`src/rtl/mvu_wr_buffer.sv`:
```
// mvu_wr_buffer: elastic FIFO between the data transposer write stream and a stallable MVU bank port.
// Optional write statistics counter enabled by defining MVU_WR_BUFFER_STATS_EN.
module mvu_wr_buffer #(
    parameter int MVU_ADDR_LEN = 15,
    parameter int MVU_DATA_LEN = 64,
    parameter int DEPTH        = 8,
    parameter int AFULL_THRESH = 6
) (
    input  logic                    clk,
    input  logic                    rst_n,
    input  logic                    clr,
    input  logic                    in_wr_en,
    input  logic [MVU_ADDR_LEN-1:0] in_wr_addr,
    input  logic [MVU_DATA_LEN-1:0] in_wr_word,
    output logic                    in_afull,
    output logic                    in_overflow,
    output logic                    ram_req,
    output logic [MVU_ADDR_LEN-1:0] ram_addr,
    output logic [MVU_DATA_LEN-1:0] ram_word,
    input  logic                    ram_gnt,
    output logic                    empty,
    output logic [31:0]             wr_count
);
    localparam int AW = $clog2(DEPTH);
    localparam int CW = AW + 1;
    localparam int EW = MVU_ADDR_LEN + MVU_DATA_LEN;
    localparam logic [CW-1:0] FULL_CNT = CW'(DEPTH);
    localparam logic [CW-1:0] THR_CNT  = CW'(AFULL_THRESH);

    logic [EW-1:0] mem [DEPTH];
    logic [AW-1:0] rd, wr, rd_nxt;
    logic [CW-1:0] cnt, cnt_nxt;
    logic [EW-1:0] head, head_nxt, in_entry;
    logic          full, pop, push, ovf;

    assign ram_req               = cnt != '0;
    assign empty                 = cnt == '0;
    assign in_afull              = cnt >= THR_CNT;
    assign in_overflow           = ovf;
    assign {ram_addr, ram_word}  = head;

    // head register mirrors mem[rd]; when the pushed entry becomes head it bypasses the array
    always_comb begin
        in_entry = {in_wr_addr, in_wr_word};
        full     = cnt == FULL_CNT;
        pop      = ram_req && ram_gnt;
        push     = in_wr_en && (!full || pop);
        rd_nxt   = pop ? rd + 1'b1 : rd;
        cnt_nxt  = (push && !pop) ? cnt + 1'b1 : (pop && !push) ? cnt - 1'b1 : cnt;
        head_nxt = (cnt_nxt == '0) ? head : (push && wr == rd_nxt) ? in_entry : mem[rd_nxt];
    end

    always_ff @(posedge clk) begin
        if (push && !clr)
            mem[wr] <= in_entry;
    end

    always_ff @(posedge clk or negedge rst_n) begin
        if (!rst_n) begin
            rd   <= '0;
            wr   <= '0;
            cnt  <= '0;
            head <= '0;
            ovf  <= 1'b0;
        end else if (clr) begin
            rd   <= '0;
            wr   <= '0;
            cnt  <= '0;
            head <= '0;
            ovf  <= 1'b0;
        end else begin
            rd   <= rd_nxt;
            wr   <= push ? wr + 1'b1 : wr;
            cnt  <= cnt_nxt;
            head <= head_nxt;
            ovf  <= ovf | (in_wr_en && full && !pop);
        end
    end

`ifdef MVU_WR_BUFFER_STATS_EN
    logic [31:0] stat;
    always_ff @(posedge clk or negedge rst_n) begin
        if (!rst_n)
            stat <= '0;
        else if (clr)
            stat <= '0;
        else if (pop && stat != 32'hFFFF_FFFF)
            stat <= stat + 32'd1;
    end
    assign wr_count = stat;
`else
    assign wr_count = '0;
`endif
endmodule

```
`config.mk`:
```
export PLATFORM = sky130hd
export DESIGN_NAME = mvu_wr_buffer
export DESIGN_NICKNAME = d
export VERILOG_FILES = /design/src/rtl/mvu_wr_buffer.sv
export SDC_FILE = /design/constraint.sdc
export NUM_CORES = 1
export LEC_CHECK = 0
export CORE_ASPECT_RATIO = 1.2
export CORE_MARGIN = 3
export CORE_UTILIZATION = 40
export CTS_BUF_LIST = sky130_fd_sc_hd__clkbuf_2 sky130_fd_sc_hd__clkbuf_4 sky130_fd_sc_hd__clkbuf_8
export CTS_CLUSTER_DIAMETER = 80
export DETAILED_ROUTE_END_ITERATION = 8
export HOLD_SLACK_MARGIN = 0.12
export SLEW_MARGIN = 20
export SYNTH_ARGS = -nofsm -noshare
export SYNTH_HDL_FRONTEND = slang
export SYNTH_SLANG_ARGS = --single-unit
```
`constraint.sdc`:
```
create_clock -name clk -period 12 [get_ports clk]
set_input_delay 1.8 -clock clk [delete_from_list [all_inputs] [get_ports clk]]
set_output_delay 1.8 -clock clk [all_outputs]
set_load 0.1 [all_outputs]
```
**Word-level counts from Yosys, hierarchy flattened**

Memories as Yosys holds them, arrays and structs flattened.
Index checks and enable logic that the tools add are counted.

- Register bits: 90
- Memory bits (writable): 632
- Bits of input ports: 84
- Output and inout port bits: 115
- Logic and storage cells: 45
- Memories kept: 1

- Add/subtract/negate cells: 4
- Magnitude comparators: 1
- Equality and inequality tests: 3
- Mux-type cells: 13
- Bitwise gates (word level): 1
- Reductions and logical operators: 17

Memories:

| name | words | width | rd ports | clocked after Yosys merged registers in | write ports | line | RTL |
|---|---|---|---|---|---|---|---|
| mem | 8 | 79 | 1 | 0 | 1 | 30 | `logic [EW-1:0] mem [DEPTH];` |

Operator list:

| kind | count |
|---|---|
| 79-bit 2-to-1 mux | 3 |
| 3-bit 2-to-1 mux | 4 |
| 4-bit 2-to-1 mux | 3 |
| 1-bit logical AND | 8 |
| 4-bit logical NOT | 2 |
| 3-bit by 1-bit adder with 3-bit output (second input constant) | 2 |
| 4-bit by 1-bit adder with 4-bit output (second input constant) | 1 |
| 4-bit == test (second input constant) | 1 |
| 4-bit by 3-bit >= comparator with 1-bit output (second input constant) | 1 |
| 1-bit logical NOT | 4 |
| 4-bit nonzero test | 1 |
| 4-bit by 1-bit subtractor with 4-bit output (second input constant) | 1 |
| 3-bit == test | 1 |
| 1-bit 2-to-1 mux | 3 |
| 2-bit != test (second input constant) | 1 |
| 2-bit nonzero test | 1 |
| 1-bit logical OR | 1 |
| 1-bit OR | 1 |

**Longest topological paths before layout**

Gate-level depths: netlist of the first run.

- Depth after elaboration: 11
- Gate-level depth with buffers: 13
- Depth with buffers taken out: 10

**Least setup slack after synthesis of the first run**

Ideal clock, no wire load.

- Path type: input to register
- Start: in ram_gnt
- End: mem mem[0][0] in the netlist's numbering (enable)
- Library setup time: 613 ps
- Data arrival time: 8029 ps
- Data required time: 11387 ps
- Slack: 3358 ps
- Stages: 6
- Path buffers: 1
- Path through: inv_1 and3_1 nand2b_1 clkbuf_1 or3_1 nor3_1

- Cells in the longest elaborated chain, start to end: 6

Ends and longest elaborated chain:

| element | line | RTL |
|---|---|---|
| start: declaration | 20 | `input logic ram_gnt,` |
| 1-bit logical AND | 46 | `pop = ram_req && ram_gnt;` |
| 1-bit logical OR | 47 | `push = in_wr_en && (!full \|\| pop);` |
| 1-bit logical AND | 47 |  |
| 1-bit logical AND | 54 | `if (push && !clr)` |
| 1-bit 2-to-1 mux | 54 |  |
| 1-bit 2-to-1 mux (implied by the code) | 55 | `mem[wr] <= in_entry;` |
| end: declaration | 30 |  |

Every way passes these cells.

**Worst setup path in the final report of the first run**

- Start: in ram_gnt
- End: reg head[17]

- Cells in the longest elaborated chain, start to end: 9
- Elaborated cells between the ends (all ways): 18
- Those cells by class: 2 x eq/ne; 6 x mux; 9 x reduce/logical; 1 x memory

Ends and longest elaborated chain:

| element | line | RTL |
|---|---|---|
| 1-bit logical AND * | 46 |  |
| parallel branches: the longest is 8 deep, another holds memory read 8 x 79 bit | n/a |  |
| end signal: assignment | 75 | `head <= head_nxt;` |
| end: declaration | 33 | `logic [EW-1:0] head, head_nxt, in_entry;` |

Every way passes the cells marked *. The select of a mux whose other input is x is not followed.
A chain may end at the register's enable or synchronous reset.

==> impl_metrics.csv, run 1 <==
group,metric,value,unit
global_routing,grt_pass1_vias,18596,
timing,tightest_slew,1.14,ns
timing,rsz0062_at_grt,"false",
floorplan,initial_core_util,40.7,%
final_layout,syn_to_final_growth,16.7,%
logic_synthesis,synthCells,2272,
setup_path,worstSetupEndpointType,"register",
detailed_routing,m1WireLength,32.1,mm
logic_synthesis,synthFlopType,"edfxtp_1",
global_routing,grt_max_degree,165,
pwr,pwr_density_cell,226,mW/mm2
detailed_routing,wl_met3,4.29,mm
floorplan,coreArea,0.0714,mm2
floorplan,fp-row-count,107,
detailed_routing,viasPerCell,5.43,
floorplan,ios,199,
global_routing,grt_overflow,0,
timing,period_share,48.6,%
timing,setup_viol,0,
logic_synthesis,ys_async_sr_fraction,12.5,%
setup_path,cp.arrival,6.41,ns
logic_synthesis,ys_seq_area_share,73.2,%
cts,cts-root-buf,"clkbuf_8",
cts,clock-sinks,722,
hold_path,hp-class,"register to register",
pwr,vdd_drop_max,0.000171,V
timing,finalSetupTns,0,ns
flow_run,drv_cap,0,
pwr,p_leak,12.2,nW
setup_path,critPathMaxFanout,91,
cts,cts_buffers,107,
cts,path_clk_slew,0.06,ns
floorplan,dieWidth,252,um
detailed_routing,drt_wl_total,74.1,mm
final_layout,drive_above_1_share,10.3,%
global_routing,antenna_found_initial,7,
logic_synthesis,ys_ff_latch,722,
timing,slew-limit-headroom,24.1,%
detailed_routing,wl_met2,35.9,mm
floorplan,die_h,301,um
cts,tritoncts,"done",
setup_path,ff2ff_setup_slack,6.83,ns
setup_path,crit_type,"input port to register",
setup_path,critPathLaunchType,"input port",
floorplan,dieArea,0.0758,mm2
logic_synthesis,synth_area,0.0290,mm2
logic_synthesis,ys_types,48,
detailed_routing,via_count,18740,
detailed_routing,drt_iter0_drc,1541,
setup_path,cp.required,12.58,ns
timing,drv_slew,0,
timing,skew,0.0139,ns
timing,fin_hold_ws,0.496,ns
pwr,total_power,7.64,mW
logic_synthesis,synth-edff-count,632,
place,dp_hpwl,36.0,mm
global_routing,grt_usage,19.4,%
cts,cts_hold_buf,0,
timing,min_period,5.83,ns
timing,final_hold_viol_count,0,
place,io_buffers,166,
detailed_routing,top_layer,"met5",
outcome,status,"complete, no violations",
detailed_routing,wire_per_inst,21.5,um
global_routing,grt_pass1_wl,112,mm
cts,ctsResizeCount,0,
place,gp_congestion,0.770,
cts,clk_path_buf_depth,3,
final_layout,nets,2513,
logic_synthesis,yosysWarnings,0,
detailed_routing,final_antenna_net_count,0,
cts,post_cts_buffers,0,
cts,clk_latency,0.69,ns
timing,fmax,172,MHz
cts,h-tree-depth,3,
detailed_routing,dr.pass1.iters,6,
detailed_routing,drc,0,
logic_synthesis,syn_avg_cell_area,12.8,um2
cells in the mapped netlist, types with 4 or more instances:
| master | n | area, um2 |
|---|---|---|
| nand3_1 | 156 | 781 |
| a31oi_1 | 79 | 494 |
| nor2b_1 | 11 | 68.8 |
| and3_1 | 79 | 494 |
| clkbuf_1 | 129 | 484 |
| edfxtp_1 | 632 | 19000 |
| dfrtp_1 | 90 | 2250 |
| xnor2_1 | 5 | 43.8 |
| o221ai_2 | 20 | 300 |
| buf_2 | 17 | 85.1 |
| a21oi_1 | 5 | 25.0 |
| o221ai_1 | 58 | 508 |
| a311oi_1 | 79 | 692 |
| nor3_1 | 4 | 20.0 |
| buf_4 | 35 | 263 |
| inv_1 | 85 | 319 |
| ha_1 | 5 | 62.6 |
| nand2b_1 | 5 | 31.3 |
| nand2_1 | 713 | 2680 |
| nor2_1 | 19 | 71.3 |
| o21ai_0 | 4 | 20.0 |
| buf_1 | 5 | 18.8 |
cells by family after synthesis:
kind of cell	count (synthesis)	share of synthesized area (%)
adders and majority gates	5	0.216
AOI/OAI and AO/OA	257	7.43
other	1	0.0129
muxes	1	0.0345
DFF	722	73.2
buffers and inverters	274	4.15
xor gates and xnor gates	8	0.242
and+or+nand+nor	1004	14.7
layer usage:
metal	GRT usage, %	vias to the layer above
li1	-	8513
met1	25.7	9478
met2	32.1	623
met3	3.65	124
met4	7.13	2
met5	0	-
critical path, stage by stage:
cell and delay, ns:
clkdlybuf4s50_1 0.72, a21boi_0 0.30, a221oi_4 0.28, buf_4 0.80, buf_4 0.91, buf_4 0.69, nand2_1 0.10, and3_1 0.18
a311oi_1 0.26, a31oi_1 0.07, o221ai_1 0.22
metrics by stage:
step           util, %  worst slack [ns]  std cells  cell area, um2
2_1_floorplan        -              3.36       2303           29100
6_report          47.4              6.17       3451           33900
3_5_place_dp      44.1              5.46       3239           31500
3_3_place_gp      44.1              5.68       3239           31500
5_1_grt           47.4              5.78       3446           33800
4_1_cts           47.3              6.20       3442           33800
report_power, final:
| part | total [mW] | internal, mW | switching (mW) |
|---|---|---|---|
| clock network | 2.09 | 1.17 | 0.926 |
| logic | 2.50 | 0.605 | 1.90 |
| registers | 3.05 | 2.91 | 0.137 |
| total | 7.64 | 4.68 | 2.96 |
worst paths after layout:
check / startpoint / endpoint / cells past startpoint
worst max-delay path: ram_gnt / head[17]$_DFFE_PN0P_ / 11
worst min-delay path: head[72]$_DFFE_PN0P_ / head[72]$_DFFE_PN0P_ / 2
worst max register to register: cnt[0]$_DFF_PN0_ / head[17]$_DFFE_PN0P_ / 12
worst min register to register: head[72]$_DFFE_PN0P_ / head[72]$_DFFE_PN0P_ / 2
max in group asynchronous: rst_n / head[40]$_DFFE_PN0P_ / 2
min in group asynchronous: rst_n / head[78]$_DFFE_PN0P_ / 1
sequential cells by signal, indices dropped and copies added (netlist names):
name / flops
cnt: 4
head: 79
in_overflow: 1
mem: 632
rd: 3
wr: 3
layout make-up:
class                      instances  area [um2]
antenna                            7        17.5
sequential                       722       21200
multi-input combinational       1307        6830
timing repair buffer             201        1970
tap                              926        1160
clock buffer                     167        2070
fill                            6175       37500
inverter                          85         319
clock inverter                    36         254
cell usage in the layout (no fill, tap or decap), types with 32 or more instances in the layout:
cell	count
a311oi_1	79
a31oi_1	79
and3_1	79
buf_4	33
clkbuf_4	36
clkbuf_8	131
clkdlybuf4s50_1	165
conb_1	32
dfrtp_1	90
edfxtp_1	632
inv_1	85
nand2_1	713
nand3_1	156
o221ai_1	58
No activity file was read; power rests on OpenSTA's default activity.
==> run 2: changes to the inputs <==
==> constraint.sdc (replaced) <==
create_clock -name clk -period 6.1 [get_ports clk]
set_input_delay 0.915 -clock clk [delete_from_list [all_inputs] [get_ports clk]]
set_output_delay 0.915 -clock clk [all_outputs]
set_load 0.1 [all_outputs]
==> run 2 against run 1 <==
- hold slack worse by 0.17 ns
- sequential power is 96% higher
- critical path depth is 6 lower
- highest routed layer unchanged
- largest cell class unchanged
- non-clock buffer count is 3 lower
- setup slack worse by 4.4 ns
- sequential cell count stayed put
- via count is 0.70% lower
- power is 95% higher
- clock skew is 0.019 ns higher
- die area stayed put
- critical path type is now register to output pin
- sequential share of layout area hardly changed
- clock-buffer cell count is 6 higher
==> impl_metrics.csv, run 2 (same netlist as run 1, synthesis figures left out) <==
group,metric,value,unit
outcome,status,"complete, no violations",
timing,rsz0062_at_grt,"false",
timing,final_hold_viol_count,0,
setup_path,crit_slowest_cell,"clkdlybuf4s50_1",
hold_path,hp-class,"input port to asynchronous set/reset pin",
final_layout,multi_input_area,0.00684,mm2
cts,path_clk_slew,0.06,ns
setup_path,path_cells,"inv_1, ha_1, or3b_1, inv_1, clkdlybuf4s50_1",
final_layout,reg.largest.list,"mem x632, head x79, cnt x4",
pwr,p_leak,12.2,nW
setup_path,cp.required,5.18,ns
setup_path,crit_path_max_incr_delay,1.16,ns
cts,tritoncts,"done",
timing,setup_viol,0,
timing,drv_slew,0,
setup_path,critPathMaxFanout,7,
detailed_routing,via_count,18608,
detailed_routing,drt_wl_total,73.2,mm
final_layout,final_common_cell,"nand2_1",
cts,clock-sinks,722,
timing,min_period,4.33,ns
floorplan,ios,199,
final_layout,post-route-cell-area,0.0339,mm2
final_layout,largest_register_ffs,632,
place,io_buffers,166,
detailed_routing,wire_per_inst,21.3,um
final_layout,regMostFlops,"mem",
setup_path,crit_type,"register to output pin",
cts,cts-root-buf,"clkbuf_8",
setup_path,rr_worst_depth,11,
setup_path,cpMostUsedCell,"inv_1",
detailed_routing,viasPerCell,5.40,
pwr,pwr_density_cell,439,mW/mm2
cts,cts_buffers,105,
setup_path,critPathLaunchType,"register",
cts,clk_latency,0.71,ns
global_routing,grt_pass1_vias,18420,
cts,clk_path_buf_depth,3,
pwr,vdd_drop_max,0.000288,V
timing,finalSetupTns,0,ns
setup_path,path_buf_inv,3,
setup_path,timing.rr.start,"cnt[0]$_DFF_PN0_",
detailed_routing,drc,0,
floorplan,fp-row-count,107,
timing,fin_hold_ws,0.326,ns
cts,cts_hold_buf,0,
floorplan,die_h,301,um
setup_path,cp.depth,5,
setup_path,cp.arrival,3.41,ns
floorplan,dieArea,0.0758,mm2
global_routing,grt_overflow,0,
cts,post_cts_buffers,0,
setup_path,startpoint,"cnt[0]$_DFF_PN0_",
final_layout,final_cell_mix,"nand2_1, edfxtp_1, clkdlybuf4s50_1, nand3_1, clkbuf_8",
final_layout,seq_area,0.0212,mm2
global_routing,grt_max_degree,165,
setup_path,worstSetupEndpointType,"output pin",
floorplan,initial_core_util,40.7,%
place,gp_congestion,0.740,
final_layout,syn_to_final_growth,16.7,%
timing,tightest_slew,1.14,ns
cts,ctsResizeCount,0,
detailed_routing,final_antenna_net_count,0,
timing,slew-limit-headroom,23.8,%
detailed_routing,drt_iter0_drc,1398,
global_routing,grt_usage,19.1,%
global_routing,grt_pass1_wl,111,mm
place,dp_hpwl,35.6,mm
final_layout,drive_above_1_share,10.3,%
setup_path,cp_top_family,"buffers and inverters",
floorplan,coreArea,0.0714,mm2
cts,h-tree-depth,3,
global_routing,antenna_found_initial,7,
place,place_area,0.0316,mm2
timing,skew,0.0333,ns
timing,fmax,231,MHz
final_layout,fillers,6142,
flow_run,drv_cap,0,
floorplan,dieWidth,252,um
final_layout,nets,2508,
detailed_routing,dr.pass1.iters,5,
timing,period_share,71.0,%
## run 2: cell count changes in the layout (fill, tap and decap cells not counted), sizes merged
cell / delta
clkinv: -8
clkbuf: +6
buf: -3
bufinv: -2
clkinvlp: +1
diode: -1
## run 2: final cells by class
cell class,count,share of cell area [%]
Inverter,85,0.942
Antenna cell,6,0.0443
Clock buffer,173,6.07
Multi-Input combinational cell,1307,20.2
Sequential cell,722,62.7
Tap cell,926,3.42
Clock inverter,27,0.495
Timing Repair Buffer,198,6.16
## run 2: worst paths after layout
check	to	slack [ns]
setup / recovery	empty	1.77
hold / removal	head[0]$_DFFE_PN0P_	0.33
setup reg to reg	head[44]$_DFFE_PN0P_	1.96
hold reg to reg	head[71]$_DFFE_PN0P_	0.49
max in group asynchronous	head[73]$_DFFE_PN0P_	4.52
min in group clk	head[71]$_DFFE_PN0P_	0.49
## run 2: metrics by stage
step / utilization [%] / total power, mW / cells / worst slack, ns
3_3_place_gp: 44.3 / 11.0 / 3238 / 1.55
6_report: 47.5 / 14.9 / 3444 / 1.77
3_5_place_dp: 44.3 / 11.0 / 3238 / 1.47
2_1_floorplan: - / 9.56 / 2303 / 0.458
4_1_cts: 47.4 / 15.0 / 3438 / 1.69
5_1_grt: 47.5 / 15.5 / 3442 / 1.57
## run 2: metal layers
layer	part of all wire [%]	track usage (%)	up-vias
met5	0.012	0	-
met4	2.3	6.79	2
met3	5.8	3.23	111
met2	50	32.3	627
met1	42	25.1	9363
li1	-	-	8505
## run 2: report_power, final
group | switching [mW] | internal (mW)
Combinational | 3.72 | 1.20
Clock | 1.79 | 2.17
Sequential | 0.268 | 5.72
Total | 5.77 | 9.10
